**src/rtl/pulse_xfer_arbiter.sv**
```systemverilog
`default_nettype none
// ============================================================================
// pulse_xfer_arbiter -- round-robin sharing of one clka->clkb pulse channel
// Revision: 1.0
// ============================================================================
module pulse_xfer_arbiter #(
    parameter int N       = 4,
    parameter int ID_W    = 2,
    parameter int TIMEOUT = 255
) (
    input  logic            clka,
    input  logic            rst_n,
    input  logic [N-1:0]    req,
    input  logic            xfer_ack,
    output logic            xfer_pulse,
    output logic [ID_W-1:0] xfer_id,
    output logic            busy,
    output logic [N-1:0]    pend,
    output logic [N-1:0]    done,
    output logic            timeout_err
);

    localparam int                c_cnt_w    = $clog2(TIMEOUT + 1);
    localparam logic [c_cnt_w-1:0] c_cnt_max = c_cnt_w'(TIMEOUT);
    localparam logic [ID_W-1:0]   c_last_rst = ID_W'(N - 1);

    typedef enum logic [1:0] {
        IDLE    = 2'd0,
        ISSUE   = 2'd1,
        WAIT_HI = 2'd2,
        WAIT_LO = 2'd3
    } state_t;

    state_t              r_state;
    state_t              w_state_nxt;
    logic [ID_W-1:0]     r_id;
    logic [ID_W-1:0]     r_last;
    logic [c_cnt_w-1:0]  r_cnt;
    logic [c_cnt_w-1:0]  w_cnt_nxt;
    logic [N-1:0]        r_pend;
    logic [N-1:0]        r_done;
    logic                r_terr;
    logic [N-1:0]        w_done_nxt;
    logic                w_terr_nxt;
    logic [N-1:0]        w_clr;
    logic [N-1:0]        w_id_onehot;
    logic [ID_W-1:0]     w_win_hi;
    logic [ID_W-1:0]     w_win_lo;
    logic                w_any_hi;
    logic [ID_W-1:0]     w_winner;
    logic                w_grant;

    for (genvar i = 0; i < N; i++) begin : g_onehot
        assign w_id_onehot[i] = (r_id == ID_W'(i));
    end

    // Round robin: lowest pending index above last, else lowest pending overall.
    always_comb begin
        w_win_hi = '0;
        w_win_lo = '0;
        w_any_hi = 1'b0;
        for (int i = N - 1; i >= 0; i--) begin
            if (r_pend[i]) begin
                w_win_lo = ID_W'(i);
                if (ID_W'(i) > r_last) begin
                    w_win_hi = ID_W'(i);
                    w_any_hi = 1'b1;
                end
            end
        end
        w_winner = w_any_hi ? w_win_hi : w_win_lo;
    end

    always_comb begin
        w_state_nxt = r_state;
        w_cnt_nxt   = '0;
        w_done_nxt  = '0;
        w_terr_nxt  = 1'b0;
        w_clr       = '0;
        w_grant     = 1'b0;
        case (r_state)
            IDLE: begin
                // A stale high acknowledge from the far side must drain first.
                if (|r_pend && !xfer_ack) begin
                    w_state_nxt = ISSUE;
                    w_grant     = 1'b1;
                end
            end
            ISSUE: begin
                w_state_nxt = WAIT_HI;
                w_clr       = w_id_onehot;
            end
            WAIT_HI: begin
                if (xfer_ack) begin
                    w_state_nxt = WAIT_LO;
                end else if (r_cnt == c_cnt_max) begin
                    w_state_nxt = IDLE;
                    w_terr_nxt  = 1'b1;
                end else begin
                    w_cnt_nxt = r_cnt + 1'b1;
                end
            end
            WAIT_LO: begin
                if (!xfer_ack) begin
                    w_state_nxt = IDLE;
                    w_done_nxt  = w_id_onehot;
                end else if (r_cnt == c_cnt_max) begin
                    w_state_nxt = IDLE;
                    w_terr_nxt  = 1'b1;
                end else begin
                    w_cnt_nxt = r_cnt + 1'b1;
                end
            end
            default: w_state_nxt = IDLE;
        endcase
    end

    always_ff @(posedge clka or negedge rst_n) begin
        if (!rst_n) begin
            r_state <= IDLE;
            r_id    <= '0;
            r_last  <= c_last_rst;
            r_cnt   <= '0;
            r_pend  <= '0;
            r_done  <= '0;
            r_terr  <= 1'b0;
        end else begin
            r_state <= w_state_nxt;
            r_cnt   <= w_cnt_nxt;
            // New request wins over the issue-cycle clear, re-queueing it.
            r_pend  <= (r_pend & ~w_clr) | req;
            r_done  <= w_done_nxt;
            r_terr  <= w_terr_nxt;
            if (w_grant) begin
                r_id   <= w_winner;
                r_last <= w_winner;
            end
        end
    end

    assign xfer_pulse  = (r_state == ISSUE);
    assign busy        = (r_state != IDLE);
    assign xfer_id     = r_id;
    assign pend        = r_pend;
    assign done        = r_done;
    assign timeout_err = r_terr;

endmodule
`default_nettype wire

```
**config.mk**
```make
export PLATFORM = sky130hd
export DESIGN_NAME = pulse_xfer_arbiter
export DESIGN_NICKNAME = d
export VERILOG_FILES = /design/src/rtl/pulse_xfer_arbiter.sv
export SDC_FILE = /design/constraint.sdc
export NUM_CORES = 1
export LEC_CHECK = 0
export BUFFER_PORTS_ARGS = -buffer_cell sky130_fd_sc_hd__buf_2
export CORE_MARGIN = 5
export CORE_UTILIZATION = 45
export DETAILED_ROUTE_END_ITERATION = 8
export PLACE_DENSITY = 0.71
export SYNTH_ARGS = -nofsm -noshare
export SYNTH_HDL_FRONTEND = slang
export SYNTH_SLANG_ARGS = --single-unit
```
**constraint.sdc**
```tcl
create_clock -name clka -period 1.8 [get_ports clka]
set_clock_uncertainty 0.15 [all_clocks]
set_input_delay 0.18 -clock clka [delete_from_list [all_inputs] [get_ports clka]]
set_output_delay 0.18 -clock clka [all_outputs]
set_load 0.05 [all_outputs]
```
==> run_summary.xml, run 1 <==
<?xml version="1.0" encoding="UTF-8"?>
<metrics>
  <group name="routing">
    <metric name="dr_total_vias" unit="">813</metric>
    <metric name="drtPass1Iterations" unit="">4</metric>
    <metric name="drt_wirelength" unit="um">2120</metric>
    <metric name="vias_per_cell" unit="">5.35</metric>
    <metric name="detail-route-antenna-nets" unit="">0</metric>
    <metric name="drt_first_iter_violations" unit="">19</metric>
    <metric name="drcViolationCount" unit="">0</metric>
    <metric name="detail_route.wl_per_cell" unit="um">13.9</metric>
  </group>
  <group name="grt">
    <metric name="grt_first_pass_wirelength" unit="um">3590</metric>
    <metric name="grt_usage" unit="">0.140</metric>
    <metric name="grt_max_degree" unit="">24</metric>
    <metric name="antenna_found_initial" unit="">0</metric>
    <metric name="grt_pass1_vias" unit="">823</metric>
    <metric name="grt_overflow_total" unit="">0</metric>
  </group>
  <group name="logic_synthesis">
    <metric name="avgSynthCellArea" unit="sq um">10.8</metric>
    <metric name="yosys.cell_types.count" unit="">31</metric>
    <metric name="synthTopCellsByCount" unit="">sky130_fd_sc_hd__dfrtp_1, sky130_fd_sc_hd__nand2_1, sky130_fd_sc_hd__nand3_1, sky130_fd_sc_hd__nor3_1</metric>
    <metric name="synth_area_leaders" unit="">sky130_fd_sc_hd__dfrtp_1, sky130_fd_sc_hd__dfstp_2, sky130_fd_sc_hd__a21o_1, sky130_fd_sc_hd__nand3_1, sky130_fd_sc_hd__nor3_1</metric>
    <metric name="synth_area_leader_cell" unit="">sky130_fd_sc_hd__dfrtp_1</metric>
    <metric name="syn_nets" unit="">104</metric>
    <metric name="flip_flop_and_latch_count_after_synthesis" unit="">23</metric>
    <metric name="synth_area" unit="sq um">1030</metric>
    <metric name="postSynth.topFlopCell" unit="">sky130_fd_sc_hd__dfrtp_1</metric>
    <metric name="synth_warnings" unit="">0</metric>
    <metric name="synth-async-reset-ratio" unit="">1.00</metric>
    <metric name="synth_edf_count" unit="">0</metric>
    <metric name="yosysMostFrequentCell" unit="">sky130_fd_sc_hd__dfrtp_1</metric>
    <metric name="post-synth-top-area-fraction" unit="">0.509</metric>
    <metric name="yosysSeqAreaShare" unit="">0.560</metric>
    <metric name="syn-instance-count" unit="">96</metric>
  </group>
  <group name="worst_setup_path">
    <metric name="timing.critical_path.arrival" unit="ps">1410</metric>
    <metric name="critical_path_cell_by_cell" unit="">nor2b_2 -&gt; buf_2</metric>
    <metric name="path_buf_inv" unit="">1</metric>
    <metric name="critPathKind" unit="">flop to output port</metric>
    <metric name="crit_path_end_kind" unit="">output port</metric>
    <metric name="cp_data_required_time" unit="ps">1470</metric>
    <metric name="delay_contributed_by_the_slowest_stage_of_the_critical_path" unit="ps">470</metric>
    <metric name="crit_path_max_fanout" unit="">6</metric>
    <metric name="cp_slowest_cell" unit="">sky130_fd_sc_hd__dfrtp_1</metric>
    <metric name="setup.worst_path.start_class" unit="">flop</metric>
    <metric name="worst_path_dominant_cell_family" unit="">flip-flops</metric>
  </group>
  <group name="layout">
    <metric name="post_layout_nonfiller_instances" unit="">152</metric>
    <metric name="area_delta_synth_final" unit="%">20.8</metric>
    <metric name="post_route_cells_drive_above_1_share" unit="">0.258</metric>
    <metric name="antenna_cells_inserted" unit="">0</metric>
    <metric name="layout.filler_cells" unit="">212</metric>
    <metric name="final_net_count" unit="">133</metric>
  </group>
  <group name="die">
    <metric name="number_of_cell_rows" unit="">17</metric>
    <metric name="fp.dieArea" unit="sq um">3350</metric>
    <metric name="die_w" unit="um">57.9</metric>
    <metric name="die_y" unit="um">57.9</metric>
    <metric name="core_area" unit="sq um">2190</metric>
    <metric name="floorplan.initialDensity" unit="">0.471</metric>
    <metric name="io_pins" unit="">20</metric>
  </group>
  <group name="clock_network">
    <metric name="clk_pin_slew_worst_paths" unit="ps">120</metric>
    <metric name="cts_tree" unit="">yes</metric>
    <metric name="clock-sinks" unit="">23</metric>
    <metric name="cts_made_buffers" unit="">3</metric>
    <metric name="ctsRootBufferMaster" unit="">sky130_fd_sc_hd__clkbuf_4</metric>
    <metric name="clock_insertion_delay_worst_skew" unit="ps">310</metric>
    <metric name="clock_tree.htree_level_count" unit="">1</metric>
    <metric name="cts.path.max_buffers" unit="">2</metric>
  </group>
  <group name="placed_design">
    <metric name="routabilityCongestion" unit="">0.754</metric>
    <metric name="dp_cells" unit="">142</metric>
    <metric name="pre_cts_ws" unit="ps">99.3</metric>
    <metric name="dp.final_hpwl" unit="um">1460</metric>
    <metric name="buffer_ports.inserted" unit="">19</metric>
  </group>
  <group name="flow_run">
    <metric name="maxCapViolations" unit="">0</metric>
  </group>
  <group name="timing">
    <metric name="finalSetupTns" unit="ps">0</metric>
    <metric name="layout_min_cycle_time" unit="ps">1740</metric>
    <metric name="maxClockFrequency" unit="MHz">573</metric>
    <metric name="finalHoldViolCount" unit="">0</metric>
    <metric name="timing.max_slew.rel_slack" unit="">0.668</metric>
    <metric name="timing.final.max_slew_violations" unit="">0</metric>
    <metric name="setup_violations" unit="">0</metric>
    <metric name="final_critical_path_share_of_the_clock_period" unit="">0.969</metric>
    <metric name="max_slew.worst_pin.slew" unit="ps">498</metric>
    <metric name="grt_setup_unrepaired" unit="">yes</metric>
    <metric name="worst_slack" unit="ps">56.2</metric>
  </group>
  <group name="run_status">
    <metric name="run_status" unit="">finished clean</metric>
  </group>
  <group name="worst_hold_path">
    <metric name="holdCritPathClass" unit="">input pin to flop</metric>
  </group>
  <group name="power">
    <metric name="p_leak" unit="uW">0.000527</metric>
    <metric name="peakVddDrop" unit="V">0.000852</metric>
    <metric name="p_per_area" unit="nW/um^2">1380</metric>
  </group>
</metrics>
==> what timing repair did <==
action	CTS	global route
hold endpoints to repair	25	0
setup buffers	0	1
resized for setup	0	1
endpoints found under the setup margin	0	2
hold buffers	5	0
==> power by group <==
part	internal, uW	switching, uW	leakage, uW
registers	641	160	0.000283
logic	231	450	0.000229
clock network	86.4	150	0.0000150
total	959	760	0.000527
==> stage by stage <==
stage / hold slack, ps / power (uW) / area (sq um) / utilization
2_1_floorplan: -266 / 1300 / 1030 / -
4_1_cts: 97.7 / 1720 / 1240 / 0.565
5_1_grt: 101 / 1820 / 1250 / 0.569
6_report: 103 / 1720 / 1250 / 0.569
3_5_place_dp: 26.1 / 1470 / 1160 / 0.530
3_3_place_gp: 17.9 / 1450 / 1160 / 0.530
==> placed cells by master, fill, tap and decap left out, drive strengths merged, types with 3 or more instances in the layout <==
cell type	instances
nor3b	3
a21oi	5
a21o	5
inv	3
dlygate4sd3	5
o21ai	3
nor3	7
buf	20
dfrtp	21
nand3	6
nand2	7
or3	3
nor2	6
clkbuf	4
==> layer usage <==
layer,track usage,vias up,part of all wire
li1,-,400,-
met2,0.227,20,0.48
met5,0,-,0
met1,0.179,391,0.47
met3,0.0334,2,0.046
met4,0.0596,0,0.0080
==> worst min-delay path, delay by kind of cell <==
kind | cells | cell delay [ps]
buffers and inverters | 1 | 150
AO/OA/AOI/OAI | 1 | 120
AND/OR/NAND/NOR | 1 | 80
==> final timing paths <==
check / cells after the start / end / start / slack [ps]
min: 3 / r_last[1]$_DFFE_PN1P_ / xfer_ack / 100
min in group asynchronous: 2 / pend[1]$_DFF_PN0_ / rst_n / 200
max: 2 / xfer_pulse / r_state[0]$_DFFE_PN0P_ / 60
min reg2reg: 1 / r_cnt[0]$_DFF_PN0_ / r_cnt[0]$_DFF_PN0_ / 360
max in group asynchronous: 2 / r_last[1]$_DFFE_PN1P_ / rst_n / 940
max reg2reg: 5 / r_state[1]$_DFFE_PN0P_ / r_cnt[0]$_DFF_PN0_ / 70
==> final cells by class <==
type	instances	area, sq um	share of cell area
repair buffers	25	153	0.122
clock buffers	4	26.3	0.0211
flip-flops and latches	23	578	0.463
well taps	28	35.0	0.0281
multi-input cells	69	444	0.356
inverters	3	11.3	0.00903
==> sequential cells by signal (all words and copies together), names as in the netlist <==
signal	cells
r_cnt	8
done	4
pend	4
r_last	2
r_state	2
xfer_id	2
timeout_err	1
==> cells by family (layout without fill, tap and decap cells) <==
kind of cell             count (synthesis)  count (layout)  synth area share
AO/OA/AOI/OAI                           22              22             0.145
XOR/XNOR                                 4               4            0.0339
adder cells (fa/ha/maj)                  1               1            0.0121
buffers and inverters                    4              32            0.0145
flip-flops                              23              23             0.560
AND/OR/NAND/NOR                         42              42             0.234
(Power assumes the default switching activity.)
==> inputs of run 2 (changes only) <==
- MAX_ROUTING_LAYER: default -> met4
- clock period: 1.8 -> 2.2 ns (I/O delays scaled with it)
==> run 2 against run 1 <==
  * Flip-flop and latch count did not move
  * Utilization fell by 0.57 points
  * Combinational power fell by 20%
  * Sequential share of layout area rose by 0.47 points
  * Non-clock buffer count fell by 1
==> run_summary.xml, run 2 (synthesis results as in run 1) <==
<?xml version="1.0" encoding="UTF-8"?>
<metrics>
  <group name="clock_network">
    <metric name="ctsRootBufferMaster" unit="">sky130_fd_sc_hd__clkbuf_4</metric>
    <metric name="clock_insertion_delay_worst_skew" unit="ps">310</metric>
    <metric name="cts_tree" unit="">yes</metric>
    <metric name="clock_tree.htree_level_count" unit="">1</metric>
    <metric name="post-cts-setup-buffer-count" unit="">0</metric>
    <metric name="clk_pin_slew_worst_paths" unit="ps">120</metric>
    <metric name="number_of_buffers_inserted_by_hold_repair_at_cts" unit="">5</metric>
    <metric name="clock-sinks" unit="">23</metric>
    <metric name="cts_resized" unit="">0</metric>
    <metric name="cts_made_buffers" unit="">3</metric>
    <metric name="cts.path.max_buffers" unit="">2</metric>
  </group>
  <group name="grt">
    <metric name="antenna_found_initial" unit="">0</metric>
    <metric name="grt_overflow_total" unit="">0</metric>
    <metric name="grt_pass1_vias" unit="">865</metric>
    <metric name="grt_max_degree" unit="">24</metric>
    <metric name="grt_usage" unit="">0.152</metric>
    <metric name="grt_first_pass_wirelength" unit="um">3800</metric>
  </group>
  <group name="layout">
    <metric name="largest_reg_flops" unit="">8</metric>
    <metric name="post_layout_nonfiller_instances" unit="">151</metric>
    <metric name="layout.filler_cells" unit="">203</metric>
    <metric name="layout_common_cells" unit="">sky130_fd_sc_hd__dfrtp_1, sky130_fd_sc_hd__buf_2, sky130_fd_sc_hd__nand2_1, sky130_fd_sc_hd__nand3_1, sky130_fd_sc_hd__nor3_1</metric>
    <metric name="top_register_by_number_of_flip_flops" unit="">r_cnt</metric>
    <metric name="final_common_cell" unit="">sky130_fd_sc_hd__dfrtp_1</metric>
    <metric name="antenna_cells_inserted" unit="">0</metric>
    <metric name="area_delta_synth_final" unit="%">19.6</metric>
    <metric name="post_route_cells_drive_above_1_share" unit="">0.236</metric>
    <metric name="final_net_count" unit="">132</metric>
  </group>
  <group name="timing">
    <metric name="final_critical_path_share_of_the_clock_period" unit="">0.858</metric>
    <metric name="finalHoldViolCount" unit="">0</metric>
    <metric name="max_slew.worst_pin.slew" unit="ps">499</metric>
    <metric name="worst_slack" unit="ps">312</metric>
    <metric name="setup_violations" unit="">0</metric>
    <metric name="timing.final.max_slew_violations" unit="">0</metric>
    <metric name="grt_setup_unrepaired" unit="">no</metric>
    <metric name="maxClockFrequency" unit="MHz">530</metric>
    <metric name="finalSetupTns" unit="ps">0</metric>
    <metric name="layout_min_cycle_time" unit="ps">1890</metric>
    <metric name="timing.max_slew.rel_slack" unit="">0.667</metric>
  </group>
  <group name="placed_design">
    <metric name="pre_cts_ws" unit="ps">471</metric>
    <metric name="dp.final_hpwl" unit="um">1410</metric>
    <metric name="routabilityCongestion" unit="">0.810</metric>
    <metric name="dp_cells" unit="">142</metric>
    <metric name="buffer_ports.inserted" unit="">19</metric>
  </group>
  <group name="worst_setup_path">
    <metric name="cp_data_required_time" unit="ps">1830</metric>
    <metric name="path_buf_inv" unit="">1</metric>
    <metric name="worst_path_dominant_cell_family" unit="">flip-flops</metric>
    <metric name="delay_contributed_by_the_slowest_stage_of_the_critical_path" unit="ps">470</metric>
    <metric name="timing.critical_path.arrival" unit="ps">1520</metric>
    <metric name="crit_path_max_fanout" unit="">6</metric>
    <metric name="critPathKind" unit="">flop to output port</metric>
    <metric name="setup.worst_path.start_class" unit="">flop</metric>
    <metric name="cp_slowest_cell" unit="">sky130_fd_sc_hd__dfrtp_1</metric>
    <metric name="critical_path_cell_by_cell" unit="">nor2b_1 -&gt; buf_2</metric>
    <metric name="crit_path_end_kind" unit="">output port</metric>
  </group>
  <group name="die">
    <metric name="number_of_cell_rows" unit="">17</metric>
    <metric name="core_area" unit="sq um">2190</metric>
    <metric name="die_y" unit="um">57.9</metric>
    <metric name="floorplan.initialDensity" unit="">0.471</metric>
    <metric name="io_pins" unit="">20</metric>
    <metric name="fp.dieArea" unit="sq um">3350</metric>
    <metric name="die_w" unit="um">57.9</metric>
  </group>
  <group name="power">
    <metric name="p_leak" unit="uW">0.000525</metric>
    <metric name="p_per_area" unit="nW/um^2">1120</metric>
    <metric name="peakVddDrop" unit="V">0.000745</metric>
    <metric name="overall_power_consumption" unit="uW">1390</metric>
  </group>
  <group name="worst_hold_path">
    <metric name="holdCritPathClass" unit="">input pin to flop</metric>
  </group>
  <group name="routing">
    <metric name="detail-route-antenna-nets" unit="">0</metric>
    <metric name="drt_wirelength" unit="um">2000</metric>
    <metric name="vias_per_cell" unit="">5.44</metric>
    <metric name="detail_route.wl_per_cell" unit="um">13.2</metric>
    <metric name="drtPass1Iterations" unit="">4</metric>
    <metric name="drt_first_iter_violations" unit="">15</metric>
    <metric name="drcViolationCount" unit="">0</metric>
    <metric name="dr_total_vias" unit="">821</metric>
  </group>
  <group name="run_status">
    <metric name="run_status" unit="">finished clean</metric>
  </group>
  <group name="flow_run">
    <metric name="maxCapViolations" unit="">0</metric>
  </group>
</metrics>
-- run 2: final cells by class --
type                            instances  area (sq um)  area share
Multi-Input combinational cell         69           439       0.356
Timing Repair Buffer                   24           145       0.118
Inverter                                3          11.3     0.00912
Tap cell                               28          35.0      0.0284
Clock buffer                            4          26.3      0.0213
Sequential cell                        23           578       0.468
-- run 2: routing by layer --
layer | global-route usage | vias up | part of all wire
li1 | - | 399 | -
met5 | - | - | 0
met1 | 0.192 | 391 | 0.47
met4 | 0.0728 | 0 | 0.022
met2 | 0.232 | 26 | 0.45
met3 | 0.0312 | 5 | 0.055
-- run 2: worst min-delay path, cell delays in order --
cell	delay [ps]
sky130_fd_sc_hd__buf_2	140
sky130_fd_sc_hd__nor3_4	80
sky130_fd_sc_hd__o21a_1	160
-- run 2: report_power, final --
part           internal (uW)  switching (uW)  total [uW]
Clock                   70.8             121         192
Sequential               524             126         651
Combinational            183             363         546
Total                    778             611        1390
-- run 2: worst paths after layout --
kind	from	endpoint	slack [ps]	cells after the start
max	r_state[0]$_DFFE_PN0P_	xfer_pulse	310	2
min	xfer_ack	r_last[0]$_DFFE_PN1P_	140	3
max reg2reg	r_cnt[0]$_DFF_PN0_	r_state[1]$_DFFE_PN0P_	460	5
min reg2reg	r_cnt[0]$_DFF_PN0_	r_cnt[0]$_DFF_PN0_	340	1
max in group asynchronous	rst_n	r_last[0]$_DFFE_PN1P_	1300	2
min in group asynchronous	rst_n	done[2]$_DFF_PN0_	250	2
-- run 2: per-stage QoR --
stage | instance area [sq um] | hold slack, ps | util
5_1_grt | 1230 | 147 | 0.564
3_3_place_gp | 1160 | 61.4 | 0.529
6_report | 1230 | 140 | 0.564
3_5_place_dp | 1160 | 64.6 | 0.529
2_1_floorplan | 1030 | -226 | -
4_1_cts | 1230 | 130 | 0.564
